--- config.mk ---
export PLATFORM = sky130hd
export DESIGN_NAME = axi_line_refill
export DESIGN_NICKNAME = d
export VERILOG_FILES = /design/src/rtl/axi_line_refill.sv
export SDC_FILE = /design/constraint.sdc
export NUM_CORES = 1
export LEC_CHECK = 0
export BUFFER_PORTS_ARGS = -buffer_cell sky130_fd_sc_hd__clkbuf_2
export CAP_MARGIN = 20
export CORE_AREA = 2 2 189 191
export CTS_CLUSTER_DIAMETER = 30
export DETAILED_ROUTE_END_ITERATION = 10
export DIE_AREA = 0 0 191 193
export GPL_TIMING_DRIVEN = 0
export HOLD_SLACK_MARGIN = 0.05
export SYNTH_ARGS = -nofsm -noshare
export SYNTH_HDL_FRONTEND = slang
export SYNTH_SLANG_ARGS = --single-unit
export TNS_END_PERCENT = 20
--- constraint.sdc ---
create_clock -name clk_i -period 2.8 [get_ports clk_i]
set_input_delay 0.28 -clock clk_i [delete_from_list [all_inputs] [get_ports clk_i]]
set_output_delay 0.28 -clock clk_i [all_outputs]
set_load 0.01 [all_outputs]
--- src/rtl/axi_line_refill.sv ---
// axi_line_refill: client-side read sequencer for cache refills.
// It takes one single-word or full-line request from a miss handler and issues it
// on the shim's rd_* request handshake. It collects the returned beats into a line
// buffer and reports the finished line with a one-cycle valid pulse.
// Only one transaction is in flight at a time.
module axi_line_refill #(
  parameter int AxiNumWords = 4,
  parameter int AxiIdWidth  = 4
) (
  input  logic                        clk_i,
  input  logic                        rst_ni,
  // client request side
  input  logic                        req_i,
  output logic                        gnt_o,
  input  logic [63:0]                 addr_i,
  input  logic                        single_i,
  input  logic [1:0]                  size_i,
  input  logic                        instr_i,
  input  logic [AxiIdWidth-1:0]       id_i,
  output logic                        busy_o,
  output logic                        valid_o,
  output logic [AxiNumWords*64-1:0]   line_o,
  output logic                        exokay_o,
  // shim read channel
  output logic                        rd_req_o,
  input  logic                        rd_gnt_i,
  output logic [63:0]                 rd_addr_o,
  output logic [$clog2(AxiNumWords)-1:0] rd_blen_o,
  output logic [1:0]                  rd_size_o,
  output logic [AxiIdWidth-1:0]       rd_id_o,
  output logic                        rd_lock_o,
  output logic                        rd_instr_o,
  output logic                        rd_rdy_o,
  input  logic                        rd_valid_i,
  input  logic                        rd_last_i,
  input  logic [63:0]                 rd_data_i,
  input  logic [AxiIdWidth-1:0]       rd_id_i,
  input  logic                        rd_exokay_i
);

  localparam int Lw = $clog2(AxiNumWords);
  localparam logic [Lw-1:0] LAST_IDX = Lw'(AxiNumWords - 1);
  // Clears the byte-in-line offset so line reads start on a line boundary.
  localparam logic [63:0] LINE_MASK = ~((64'd1 << (Lw + 3)) - 64'd1);

  localparam logic [1:0] ST_IDLE = 2'd0;
  localparam logic [1:0] ST_REQ  = 2'd1;
  localparam logic [1:0] ST_RESP = 2'd2;
  localparam logic [1:0] ST_DONE = 2'd3;

  logic [1:0]            r_state;
  logic [63:0]           r_addr;
  logic [Lw-1:0]         r_blen;
  logic [1:0]            r_size;
  logic [AxiIdWidth-1:0] r_id;
  logic                  r_instr;
  logic                  r_single;
  logic [Lw-1:0]         r_widx;
  logic [Lw-1:0]         r_cnt;
  logic                  r_exok_acc;
  logic                  r_exokay;
  logic [63:0]           r_line [AxiNumWords];

  logic                  w_accept;
  logic [Lw-1:0]         w_wr_idx;

  // A beat counts only in RESP and only if it carries our ID. Any other beat is sunk.
  assign w_accept = (r_state == ST_RESP) && rd_valid_i && (rd_id_i == r_id);
  // A single read targets its addressed word. A line read fills the words in order.
  assign w_wr_idx = r_single ? r_widx : r_cnt;

  assign gnt_o      = (r_state == ST_IDLE) && req_i;
  assign busy_o     = (r_state != ST_IDLE);
  assign valid_o    = (r_state == ST_DONE);
  assign exokay_o   = r_exokay;
  assign rd_req_o   = (r_state == ST_REQ);
  assign rd_rdy_o   = (r_state == ST_RESP);
  assign rd_addr_o  = r_addr;
  assign rd_blen_o  = r_blen;
  assign rd_size_o  = r_size;
  assign rd_id_o    = r_id;
  assign rd_instr_o = r_instr;
  assign rd_lock_o  = 1'b0;

  // Control FSM: request capture, handshake sequencing, beat counting, exokay accumulation.
  always_ff @(posedge clk_i or negedge rst_ni) begin
    if (!rst_ni) begin
      r_state    <= ST_IDLE;
      r_addr     <= '0;
      r_blen     <= '0;
      r_size     <= '0;
      r_id       <= '0;
      r_instr    <= 1'b0;
      r_single   <= 1'b0;
      r_widx     <= '0;
      r_cnt      <= '0;
      r_exok_acc <= 1'b0;
      r_exokay   <= 1'b0;
    end else begin
      case (r_state)
        ST_IDLE: begin
          if (req_i) begin
            r_addr     <= single_i ? addr_i : (addr_i & LINE_MASK);
            r_blen     <= single_i ? '0 : LAST_IDX;
            r_size     <= single_i ? size_i : 2'd3;
            r_id       <= id_i;
            r_instr    <= instr_i;
            r_single   <= single_i;
            r_widx     <= addr_i[Lw+2:3];
            r_cnt      <= '0;
            r_exok_acc <= 1'b1;
            r_state    <= ST_REQ;
          end
        end
        ST_REQ: begin
          if (rd_gnt_i) begin
            r_state <= ST_RESP;
          end
        end
        ST_RESP: begin
          if (w_accept) begin
            r_exok_acc <= r_exok_acc & rd_exokay_i;
            // The count saturates on the last word, so overlong bursts keep overwriting it.
            if (r_cnt != LAST_IDX) begin
              r_cnt <= r_cnt + 1'b1;
            end
            // The shim's last flag ends the burst, whatever the count has reached.
            if (rd_last_i) begin
              r_exokay <= r_exok_acc & rd_exokay_i;
              r_state  <= ST_DONE;
            end
          end
        end
        ST_DONE: begin
          r_state <= ST_IDLE;
        end
        default: begin
          r_state <= ST_IDLE;
        end
      endcase
    end
  end

  genvar gi;
  generate
    for (gi = 0; gi < AxiNumWords; gi++) begin : g_word
      // Line buffer word gi: written by accepted beats aimed at it, kept otherwise.
      always_ff @(posedge clk_i or negedge rst_ni) begin
        if (!rst_ni) begin
          r_line[gi] <= '0;
        end else if (w_accept && (w_wr_idx == Lw'(gi))) begin
          r_line[gi] <= rd_data_i;
        end
      end
      assign line_o[64*gi +: 64] = r_line[gi];
    end
  endgenerate

endmodule
Word level (Yosys, flattened, before mapping). Cells that the tools add are included.

Logic and storage cells: 62. Register bits after elaboration: 338. Bits of input ports: 147. Output and inout port bits: 336.

Add/subtract/negate cells: 1. Reductions and logical operators: 16. Mux-type cells: 16. Bitwise gates (word level): 1. Equal/unequal tests: 13.

Operators by type and width (number): 2-bit two-way mux (10); 2-bit == test, second input constant (4); 2-bit by 1-bit != test with 1-bit output, second input constant (4); 2-bit case mux with 4 select lines (1); 4-bit AND reduction (2); 1-bit logical AND (7); 3-bit AND reduction (2); 5-bit two-way mux (1); 2-bit by 1-bit == test with 1-bit output, second input constant (2); 4-bit == test (1); 2-bit zero test (2); 2-bit != test, second input constant (2); 2-bit case mux with 2 select lines (1); 2-bit nonzero test (2); 2-bit by 1-bit adder with 2-bit output, second input constant (1); 1-bit two-way mux (2); 1-bit case mux with 2 select lines (1); 2-bit AND reduction (1); 1-bit AND (1).

Longest topological paths before layout. Gate-level depths: netlist of the first run.

Depth after elaboration: 5. Depth in mapped cells: 7. Mapped depth without buffers: 6.

Worst setup path after synthesis of the first run. OpenSTA, ideal clock, no wires.

Path type: register to register. Start: register r_state[0]. End: register r_line (netlist bit line_o[43]). Clock period less this slack: 2145 ps. Setup time: 125 ps. Path buffers: 1. Arrival time: 2020 ps. Setup slack: 655 ps. Required time: 2675 ps. Cell stages (with the launch flop): 8. Cell sequence: dfrtp_1 inv_1 ha_1 nand2_1 or2_4 nor3_4 buf_6 mux2_2.

Word-level cells in the longest chain between the ends: 4.

RTL lines: start: declaration (line 51) `logic [1:0] r_state;`; start signal: assignment (line 88) `r_state <= ST_IDLE;`; start signal: assignment (line 112) `r_state <= ST_REQ;`; start signal: assignment (line 117) `r_state <= ST_RESP;`; 2-bit == test; via rd_rdy_o (line 33) `output logic rd_rdy_o,`; 1-bit logical AND (2 in series) (line 68) `assign w_accept = (r_state == ST_RESP) && rd_valid_i && (rd_id_i == r_id);`; 1-bit logical AND (line 151) `end else if (w_accept && (w_wr_idx == Lw'(gi))) begin`; end signal: indexed assignment (line 152) `r_line[gi] <= rd_data_i;`; end: declaration (line 62) `logic [63:0] r_line [AxiNumWords];`.

The timed path passes the listed nets, and every way through them passes these cells. A chain may end at the register's enable or synchronous reset.

Worst setup path after layout of the first run.
Start: register r_state[0]. End: register r_line (netlist bit line_o[6]).

Word-level cells in the longest chain between the ends: 4.

RTL lines (line): 2-bit == test (68); 1-bit logical AND (2 in series) (68); 1-bit logical AND (151).

Every way passes these cells.

==> results of run 1 <==
[critical path, delay by kind of cell, from the launching register on]
| kind | cells | cell delay (ns) |
|---|---|---|
| AND/OR/NAND/NOR | 3 | 1.11 |
| buffers and inverters | 2 | 0.41 |
| flip-flops | 1 | 0.39 |
| adder cells (fa/ha/maj) | 1 | 0.25 |
| multiplexers | 1 | 0.36 |
[sequential cells by signal, indices dropped and copies added, names as in the netlist, 2 cells and up]
register / flops
r_cnt: 2
r_widx: 2
rd_addr_o: 64
rd_size_o: 2
r_state: 2
rd_id_o: 4
line_o: 256
[logic make-up (layout without fill, tap and decap cells)]
logic type / count (synthesis) / in the layout / synth area share, %
muxes: 324 / 324 / 28.1
buffers and inverters: 49 / 812 / 2.87
and+or+nand+nor: 41 / 41 / 1.87
AOI/OAI and AO/OA: 25 / 25 / 1.23
xor gates and xnor gates: 4 / 4 / 0.270
adders and majority gates: 6 / 6 / 0.579
DFF: 337 / 337 / 65.0
other: 1 / 4 / 0.0289
[stage by stage]
step	power (µW)	utilization (%)	cells	hold WS (ns)	cell area (µm²)
after floorplan	10500	-	787	-0.0156	13000
after detailed placement	13300	45.9	1731	0.314	16000
after CTS	22800	57.7	2011	0.122	20200
final	22600	57.7	2014	0.135	20200
after global placement	13100	45.6	1728	0.464	15900
after global routing	23700	57.7	2014	0.162	20200
[routing by layer]
metal	routed length, µm	vias to the layer above	GRT usage [%]
li1	-	4244	-
met5	42	-	0.796
met2	19400	377	35.3
met4	1430	2	11.2
met1	14600	4668	22.5
met3	2880	86	6.43
[where the power goes]
part	switching (µW)	internal [µW]	total, µW	leakage (µW)
combinational	2900	2830	5740	0.00492
clock	2910	6360	9270	0.00133
sequential	1000	6630	7630	0.00450
[final cells by class]
cell class / instances / share of cell area [%]
multi-input cells: 401 / 20.6
clock buffers: 95 / 10.6
plain buffers: 37 / 1.63
well taps: 461 / 2.86
clock inverters: 48 / 3.02
diodes: 3 / 0.0372
repair buffers: 621 / 19.2
inverters: 11 / 0.205
flip-flops and latches: 337 / 41.8
[path summary, 6_finish.rpt]
path	start	slack, ns	cells past startpoint	endpoint
min in group asynchronous	rst_ni	0.25	2	line_o[58]
setup reg to reg	r_state[0]	0.15	7	line_o[6]
hold / removal	single_i	0.13	3	rd_addr_o[3]
setup / recovery	r_state[0]	0.15	7	line_o[6]
hold reg to reg	line_o[226]	0.49	1	line_o[226]
max in group asynchronous	rst_ni	1.16	4	line_o[0]
[cells in the mapped netlist, drive strengths merged]
cell type,instances
dfrtp,337
mux2,323
buf,27
nand2,17
clkbuf,11
inv,11
o21ai,10
ha,6
nand3,6
nor2,6
nand2b,4
a21oi,3
nor3,3
o22ai,3
xnor2,3
a311o,2
a31oi,2
and3,2
conb,1
mux2i,1
nand3b,1
nor2b,1
o221ai,1
o31ai,1
o32a,1
o32ai,1
o41ai,1
or2,1
xor2,1
[placed cells by master (no fill, tap or decap), types with 4 or more instances in the layout]
| cell | n |
|---|---|
| clkbuf_16 | 78 |
| nand2b_1 | 4 |
| inv_1 | 10 |
| clkinv_8 | 5 |
| dfrtp_1 | 337 |
| nand2_1 | 17 |
| buf_6 | 24 |
| clkinv_4 | 6 |
| bufinv_16 | 10 |
| nor2_1 | 5 |
| clkinv_2 | 16 |
| mux2_2 | 297 |
| ha_1 | 6 |
| clkbuf_1 | 15 |
| clkbuf_2 | 479 |
| clkbuf_8 | 13 |
| clkinvlp_4 | 10 |
| dlygate4sd3_1 | 138 |
| o21ai_0 | 10 |
| mux2_1 | 26 |
[timing repair]
| item | 4_1_cts | 5_1_grt |
|---|---|---|
| hold buffers | 138 | 0 |
| endpoints found under the hold margin | 395 | 0 |
| setup endpoints to repair | 1 | 0 |
==> metrics.log, run 1 <==
INFO  metric setup_fix_bufs_post_cts = 0
INFO  metric grt_use_total = 20.5%
INFO  metric ff_latch_area = 8430 µm²
INFO  metric ctsRootBufferMaster = clkbuf_16
INFO  metric synth_area_leader_cell = dfrtp_1
INFO  metric timing.critical_path.fanout_max = 10
INFO  metric netlist_instances = 787
INFO  metric rsz_0062_raised_after_global_routing = false
INFO  metric global_route.overflow_total = 0
INFO  metric fin_setup_tns = 0 ns
INFO  metric run_status = complete, no violations
INFO  metric starting_utilization_of_the_core_area = 37.1%
INFO  metric remaining_antenna_violation_count_after_routing = 0
INFO  metric ff_latch_count_synth = 337
INFO  metric detail_route.first_pass.iterations = 4
INFO  metric type_of_the_worst_setup_path = flop to flop
INFO  metric postRouteWirelength = 38300 µm
INFO  metric clock.fmax = 378 MHz
INFO  metric antenna_found_initial = 4
INFO  metric via_count_of_the_first_global_routing_pass = 10000
INFO  metric port-buffer-count = 480
INFO  metric dpl_worst_slack = 0.120 ns
INFO  metric die_width = 191 µm
INFO  metric tightestPinTransition = 0.913 ns
INFO  metric hold_viol = 0
INFO  metric timing.clock.skew = 0.0219 ns
INFO  metric vias_per_cell = 4.66
INFO  metric period_share = 94.5%
INFO  metric endpoint_kind = flop
INFO  metric peak_ir_drop_on_the_vdd_network = 0.806 mV
INFO  metric worst-endpoint-arrival = 3.09 ns
INFO  metric hold_path.class = input pin to flop
INFO  metric grt_first_pass_wirelength = 57300 µm
INFO  metric gpl.final_weighted_congestion = 0.766
INFO  metric ys_types = 36
INFO  metric headroom_to_the_max_slew_limit = 39.0%
INFO  metric rows = 69
INFO  metric via_count = 9377
INFO  metric crit_path_start_kind = flop
INFO  metric synthesis_to_layout_area_growth = 55.5%
INFO  metric detail_route.drc_violations = 0
INFO  metric drv.max_cap_violation_count = 0
INFO  metric deepest_clock_path_buffer_count = 3
INFO  metric critical-path-max-stage-delay = 0.75 ns
INFO  metric chipHeight = 193 µm
INFO  metric synth_seq_area_share = 65.0%
INFO  metric synth.yosys.warnings = 0
INFO  metric cp_data_required_time = 3.25 ns
INFO  metric worst_skew_pair.late_latency = 0.57 ns
INFO  metric htreeDepth = 3
INFO  metric num_io_pins = 483
INFO  metric cts.sink_count = 337
INFO  metric crit_path_cell_trace = inv_1 > ha_1 > nand2_1 > or2_4 > nor3_4 > buf_6 > mux2_2
INFO  metric final_net_count = 1639
INFO  metric grt_start_max_net_pins = 109
INFO  metric fillerInstances = 2798
INFO  metric timing.final.setup_violations = 0
INFO  metric drv_slew = 0
INFO  metric cts_tree = done
INFO  metric power_leakage = 0.0107 µW
INFO  metric mappedNetlistNets = 940
INFO  metric finalWorstSetupSlack = 0.153 ns
INFO  metric hpwlAfterDp = 26200 µm
INFO  metric post_cts.resized_instances = 0
INFO  metric slowest_stage = nor3_4
INFO  metric layout-drive-gt1-share = 61.4%
INFO  metric wire_per_inst = 19.0 µm
INFO  metric drt_iter0_drc = 222
INFO  metric placeableCoreArea = 35000 µm²
INFO  metric finalCriticalPeriod = 2.65 ns
INFO  metric ys_top_cells_by_area = dfrtp_1, mux2_2, mux2_1, buf_6, ha_1
INFO  metric dieArea = 36900 µm²
INFO  metric syn_area_per_cell = 16.5 µm²
INFO  metric synth_top_area_share = 65.0%
INFO  metric clkSlewWorstSetupHoldPaths = 0.04 ns
INFO  metric syn-cell-area = 13000 µm²
INFO  metric cts_buffers = 77
INFO  metric multiInputGateArea = 4160 µm²
INFO  metric power_density = 1120 nW/µm²
No activity file was read; power rests on OpenSTA's default activity.
==> inputs of run 2 (changes only) <==
- BUFFER_PORTS_ARGS: -buffer_cell sky130_fd_sc_hd__clkbuf_2 -> -buffer_cell sky130_fd_sc_hd__buf_2
==> run 2 against run 1 <==
  * Register-to-register slack improved by 0.06 ns
  * Total power fell by 2.5%
  * Setup slack improved by 0.056 ns
  * Flip-flop and latch count did not move
  * Die area did not move
  * Critical endpoint is now line_o[9]
  * Largest cell class unchanged
==> metrics.log, run 2 (synthesis results as in run 1) <==
INFO  metric r2r_slack = 0.21 ns
INFO  metric detail_route.drc_violations = 0
INFO  metric port-buffer-count = 480
INFO  metric hpwlAfterDp = 26100 µm
INFO  metric drt_iter0_drc = 217
INFO  metric swShare = 29.9%
INFO  metric clkSlewWorstSetupHoldPaths = 0.05 ns
INFO  metric rsz_0062_raised_after_global_routing = false
INFO  metric type_of_the_worst_setup_path = flop to flop
INFO  metric run_status = complete, no violations
INFO  metric hold_path.class = input pin to flop
INFO  metric die_width = 191 µm
INFO  metric post_cts.resized_instances = 0
INFO  metric final_area = 19900 µm²
INFO  metric endpoint_kind = flop
INFO  metric power_leakage = 0.0108 µW
INFO  metric period_share = 92.5%
INFO  metric starting_utilization_of_the_core_area = 37.1%
INFO  metric clock.fmax = 386 MHz
INFO  metric num_io_pins = 483
INFO  metric detail_route.first_pass.iterations = 4
INFO  metric worst-endpoint-arrival = 3.03 ns
INFO  metric gpl.final_weighted_congestion = 0.765
INFO  metric postLayoutCoreUtil = 57.0%
INFO  metric final_net_count = 1634
INFO  metric global_route.overflow_total = 0
INFO  metric timing.clock.skew = 0.0199 ns
INFO  metric finalNonFillerCells = 2000
INFO  metric tightestPinTransition = 0.884 ns
INFO  metric grt_start_max_net_pins = 119
INFO  metric switching_power = 6610 µW
INFO  metric placeableCoreArea = 35000 µm²
INFO  metric worst_skew_pair.late_latency = 0.56 ns
INFO  metric grt_use_total = 20.5%
INFO  metric fin_hold_ws = 0.151 ns
INFO  metric headroom_to_the_max_slew_limit = 40.9%
INFO  metric postPlaceCellArea = 16000 µm²
INFO  metric hold_viol = 0
INFO  metric finalCriticalPeriod = 2.59 ns
INFO  metric power_density = 1110 nW/µm²
INFO  metric cts_tree = done
INFO  metric synthesis_to_layout_area_growth = 53.6%
INFO  metric placed_cells = 1730
INFO  metric peak_ir_drop_on_the_vdd_network = 0.780 mV
INFO  metric via_count_of_the_first_global_routing_pass = 10000
INFO  metric antenna_found_initial = 1
INFO  metric power = 22100 µW
INFO  metric layout-drive-gt1-share = 61.1%
INFO  metric chipHeight = 193 µm
INFO  metric wire_per_inst = 19.2 µm
INFO  metric power_report.internal_total = 15500 µW
INFO  metric deepest_clock_path_buffer_count = 3
INFO  metric remaining_antenna_violation_count_after_routing = 0
INFO  metric flip_flop_count_of_the_largest_register_all_copies_and_words_added = 256
INFO  metric htreeDepth = 3
INFO  metric timing.final.setup_violations = 0
INFO  metric layout.cells.most_common = buf_2
INFO  metric crit_path_start_kind = flop
INFO  metric rows = 69
INFO  metric dieArea = 36900 µm²
INFO  metric vias_per_cell = 4.68
INFO  metric timing.critical_path.fanout_max = 10
INFO  metric layout_common_cells = buf_2, dfrtp_1, mux2_2, dlygate4sd3_1, clkbuf_16
INFO  metric cts_buffers = 73
INFO  metric share_clk_of_total_power = 39.5%
INFO  metric drv.max_cap_violation_count = 0
INFO  metric postRouteWirelength = 38500 µm
INFO  metric cp_data_required_time = 3.24 ns
INFO  metric combinationalPowerShare = 26.1%
INFO  metric ctsRootBufferMaster = clkbuf_16
INFO  metric pwr-share-seq = 34.3%
INFO  metric via_count = 9359
INFO  metric cts.sink_count = 337
INFO  metric grt_first_pass_wirelength = 57500 µm
INFO  metric drv_slew = 0
run 2: changes by cell type in the layout (fill, tap and decap cells not counted), sizes merged:
cell,delta
clkbuf,-488
buf,+479
clkinv,-8
inv,+7
clkinvlp,-2
diode,-2
run 2: path summary, 6_finish.rpt:
kind / from / to / cells past startpoint
worst min-delay path: single_i / rd_addr_o[3] / 3
worst min register to register: line_o[52] / line_o[52] / 1
max in group asynchronous: rst_ni / rd_addr_o[15] / 3
worst max register to register: r_state[0] / line_o[9] / 7
worst max-delay path: r_state[0] / line_o[9] / 7
min in group asynchronous: rst_ni / line_o[55] / 2
run 2: timing repair:
item,4_1_cts,5_1_grt
buffers inserted,0,0
endpoints found under the hold margin,436,0
endpoints found under the setup margin,1,0
hold buffers,138,0
run 2: power by group through the flow:
stage / registers (µW) / logic (µW) / clock network, µW
2_1_floorplan: 8330 / 2120 / 0
3_3_place_gp: 7520 / 5560 / 0
3_5_place_dp: 7590 / 5650 / 0
4_1_cts: 7560 / 5820 / 8890
5_1_grt: 7790 / 6220 / 9170
6_report: 7580 / 5770 / 8730
run 2: metrics by stage:
step | TNS (ns) | worst slack (ns)
after detailed placement | 0 | 0.154
after floorplan | 0 | 0.655
after CTS | 0 | 0.131
after global routing | 0 | 0.0308
final | 0 | 0.209
after global placement | -1708.02 | -5.12
run 2: layer usage:
layer  GRT usage [%]  part of all wire (%)
met4            9.72                   3.5
met2            36.4                    52
met1            22.2                    37
met5               0                     0
met3            6.53                   7.5
run 2: cell type report:
class                   instances  area [µm²]
diodes                          1        2.50
flip-flops and latches        337        8430
plain buffers                  37         328
well taps                     461         577
clock buffers                  87        1980
inverters                      11        41.3
repair buffers                620        3850
multi-input cells             401        4160
clock inverters                45         544
fillers                      2824       15000
run 2: critical path: stages (launching register included):
cell and delay, ns:
dfrtp_1 0.40, inv_1 0.13, ha_1 0.23, nand2_1 0.09, or2_4 0.26, nor3_4 0.73
buf_6 0.27, mux2_2 0.35
==> inputs of run 3 (changes only) <==
- CTS_BUF_LIST: not set -> sky130_fd_sc_hd__clkbuf_8
- SLEW_MARGIN: not set -> 25
==> run 3 against run 2 <==
  * Setup slack gained 0.015 ns
  * Non-clock buffer count up 1
  * Clock-buffer cell count increased by 10
  * Core utilization down 2.0 points
  * Combinational power hardly changed
  * Global-route usage decreased by 0.19 points
==> metrics.log, run 3 (synthesis results as in run 1) <==
INFO  metric run_status = complete, no violations
INFO  metric starting_utilization_of_the_core_area = 37.1%
INFO  metric r2r_slack = 0.22 ns
INFO  metric global_route.overflow_total = 0
INFO  metric layout.cells.most_common = buf_2
INFO  metric dieArea = 36900 µm²
INFO  metric deepest_clock_path_buffer_count = 3
INFO  metric via_count_of_the_first_global_routing_pass = 10100
INFO  metric drv.max_cap_violation_count = 0
INFO  metric crit_path_cell_trace = inv_1 > ha_1 > nand2_1 > or2_4 > nor3_4 > buf_6 > mux2_2
INFO  metric grt_use_total = 20.3%
INFO  metric worst_skew_pair.late_latency = 0.60 ns
INFO  metric remaining_antenna_violation_count_after_routing = 0
INFO  metric critical-path-max-stage-delay = 0.73 ns
INFO  metric postPlaceCellArea = 16000 µm²
INFO  metric power_density = 1020 nW/µm²
INFO  metric placed_cells = 1731
INFO  metric via_count = 9328
INFO  metric wl_met1 = 14400 µm
INFO  metric cts_tree = done
INFO  metric grt_first_pass_wirelength = 57000 µm
INFO  metric port-buffer-count = 480
INFO  metric finalCriticalPeriod = 2.58 ns
INFO  metric grt_start_max_net_pins = 91
INFO  metric synthesis_to_layout_area_growth = 48.1%
INFO  metric timing.critical_path.buf_inv = 2
INFO  metric cpLargestDelayFamily = simple AND/OR/NAND/NOR gates
INFO  metric met3RoutedLength = 2810 µm
INFO  metric crit_cells = 7
INFO  metric holdPathStages = 3
INFO  metric cp_data_required_time = 3.27 ns
INFO  metric rows = 69
INFO  metric headroom_to_the_max_slew_limit = 40.3%
INFO  metric setup_fix_bufs_post_cts = 0
INFO  metric hpwlAfterDp = 26300 µm
INFO  metric placeableCoreArea = 35000 µm²
INFO  metric hold_path.class = input pin to flop
INFO  metric drv_slew = 0
INFO  metric reg2reg_depth = 7
INFO  metric finalNonFillerCells = 2011
INFO  metric rsz_0062_raised_after_global_routing = false
INFO  metric htreeDepth = 3
INFO  metric timing.rr.start = r_state[0]
INFO  metric type_of_the_worst_setup_path = flop to flop
INFO  metric routed.top_layer = met4
INFO  metric drt_iter0_drc = 208
INFO  metric layout-drive-gt1-share = 61.0%
INFO  metric cp-startpoint = r_state[0]
INFO  metric final_area = 19200 µm²
INFO  metric wire_per_inst = 18.9 µm
INFO  metric timing.clock.skew = 0.0232 ns
INFO  metric endpoint_kind = flop
INFO  metric gpl.final_weighted_congestion = 0.765
INFO  metric dr_wl_met2 = 19600 µm
INFO  metric crit-reg2reg-capture = line_o[40]
INFO  metric cts_buffers = 78
INFO  metric die_width = 191 µm
INFO  metric cp-endpoint = line_o[40]
INFO  metric postRouteWirelength = 38000 µm
INFO  metric tightestPinTransition = 0.893 ns
INFO  metric detail_route.drc_violations = 0
INFO  metric timing.critical_path.fanout_max = 10
INFO  metric power_leakage = 0.0105 µW
INFO  metric worst-endpoint-arrival = 3.05 ns
INFO  metric detail_route.first_pass.iterations = 4
INFO  metric chipHeight = 193 µm
INFO  metric peak_ir_drop_on_the_vdd_network = 0.825 mV
INFO  metric crit_path_start_kind = flop
INFO  metric ctsRootBufferMaster = clkbuf_8
INFO  metric layout_common_cells = buf_2, dfrtp_1, mux2_2, dlygate4sd3_1, clkbuf_8
INFO  metric vias_per_cell = 4.64
INFO  metric flip_flop_count_of_the_largest_register_all_copies_and_words_added = 256
INFO  metric cts.sink_count = 337
INFO  metric post_cts.resized_instances = 0
INFO  metric clkSlewWorstSetupHoldPaths = 0.05 ns
INFO  metric antenna_found_initial = 2
INFO  metric timing.final.setup_violations = 0
INFO  metric period_share = 92.0%
INFO  metric clock.fmax = 388 MHz
INFO  metric num_io_pins = 483
INFO  metric slowest_stage = nor3_4
INFO  metric hold_viol = 0
INFO  metric final_net_count = 1640
-- run 3: cell types whose count changed in the layout (fill, tap and decap cells not counted) --
| cell | change |
|---|---|
| buf_16 | +1 |
| bufinv_16 | -2 |
| clkbuf_1 | -6 |
| clkbuf_16 | -75 |
| clkbuf_8 | +91 |
| clkinv_2 | -4 |
| clkinv_4 | -2 |
| clkinvlp_4 | +3 |
| diode_2 | +1 |
| inv_1 | +11 |
| inv_6 | -8 |
| inv_8 | +1 |
-- run 3: area by class of cell --
type	instances	area, µm²
antenna	2	5.00
buffer	37	328
clock buffer	97	1340
clock inverter	44	452
fill	2883	15800
inverter	11	41.3
multi-input combinational	401	4160
sequential	337	8430
tap	461	577
timing repair buffer	621	3880
-- run 3: stage by stage --
step | hold WS (ns) | worst slack, ns | TNS (ns) | total power (µW) | utilization (%)
6_report | 0.123 | 0.224 | 0 | 19600 | 54.9
5_1_grt | 0.111 | 0.0502 | 0 | 20700 | 54.9
4_1_cts | 0.0808 | 0.133 | 0 | 19800 | 54.9
3_5_place_dp | 0.324 | 0.143 | 0 | 13300 | 45.9
3_3_place_gp | 0.460 | -5.12 | -1708.02 | 13100 | 45.6
2_1_floorplan | -0.0156 | 0.655 | 0 | 10500 | -
-- run 3: worst min-delay path by stage --
stage,start,endpoint,slack [ns]
2_1_floorplan,rst_ni,exokay_o,-0.02
3_3_place_gp,rd_addr_o[3],rd_addr_o[3],0.46
3_5_place_dp,rst_ni,line_o[122],0.32
4_1_cts,single_i,rd_addr_o[1],0.08
5_1_grt,single_i,rd_addr_o[2],0.11
6_report,single_i,rd_addr_o[2],0.12
-- run 3: timing repair --
action | in CTS | in global routing
hold endpoints to repair | 412 | 0
endpoints found under the setup margin | 1 | 0
hold buffers | 138 | 0
-- run 3: metal layers --
metal / vias to the layer above / GRT usage, %
met3: 72 / 6.53
met2: 370 / 35.6
met5: - / 0
li1: 4233 / -
met4: 0 / 9.60
met1: 4653 / 22.3
-- run 3: where the power goes --
group          switching [µW]  internal [µW]  total, µW  leakage, µW
Clock                    2350           3900       6250     0.000928
Sequential                944           6620       7560      0.00450
Combinational            2900           2870       5770      0.00510
-- run 3: worst min-delay path, stage by stage --
cell      delay, ns
clkbuf_1       0.21
nand2_1        0.10
o21ai_0        0.06
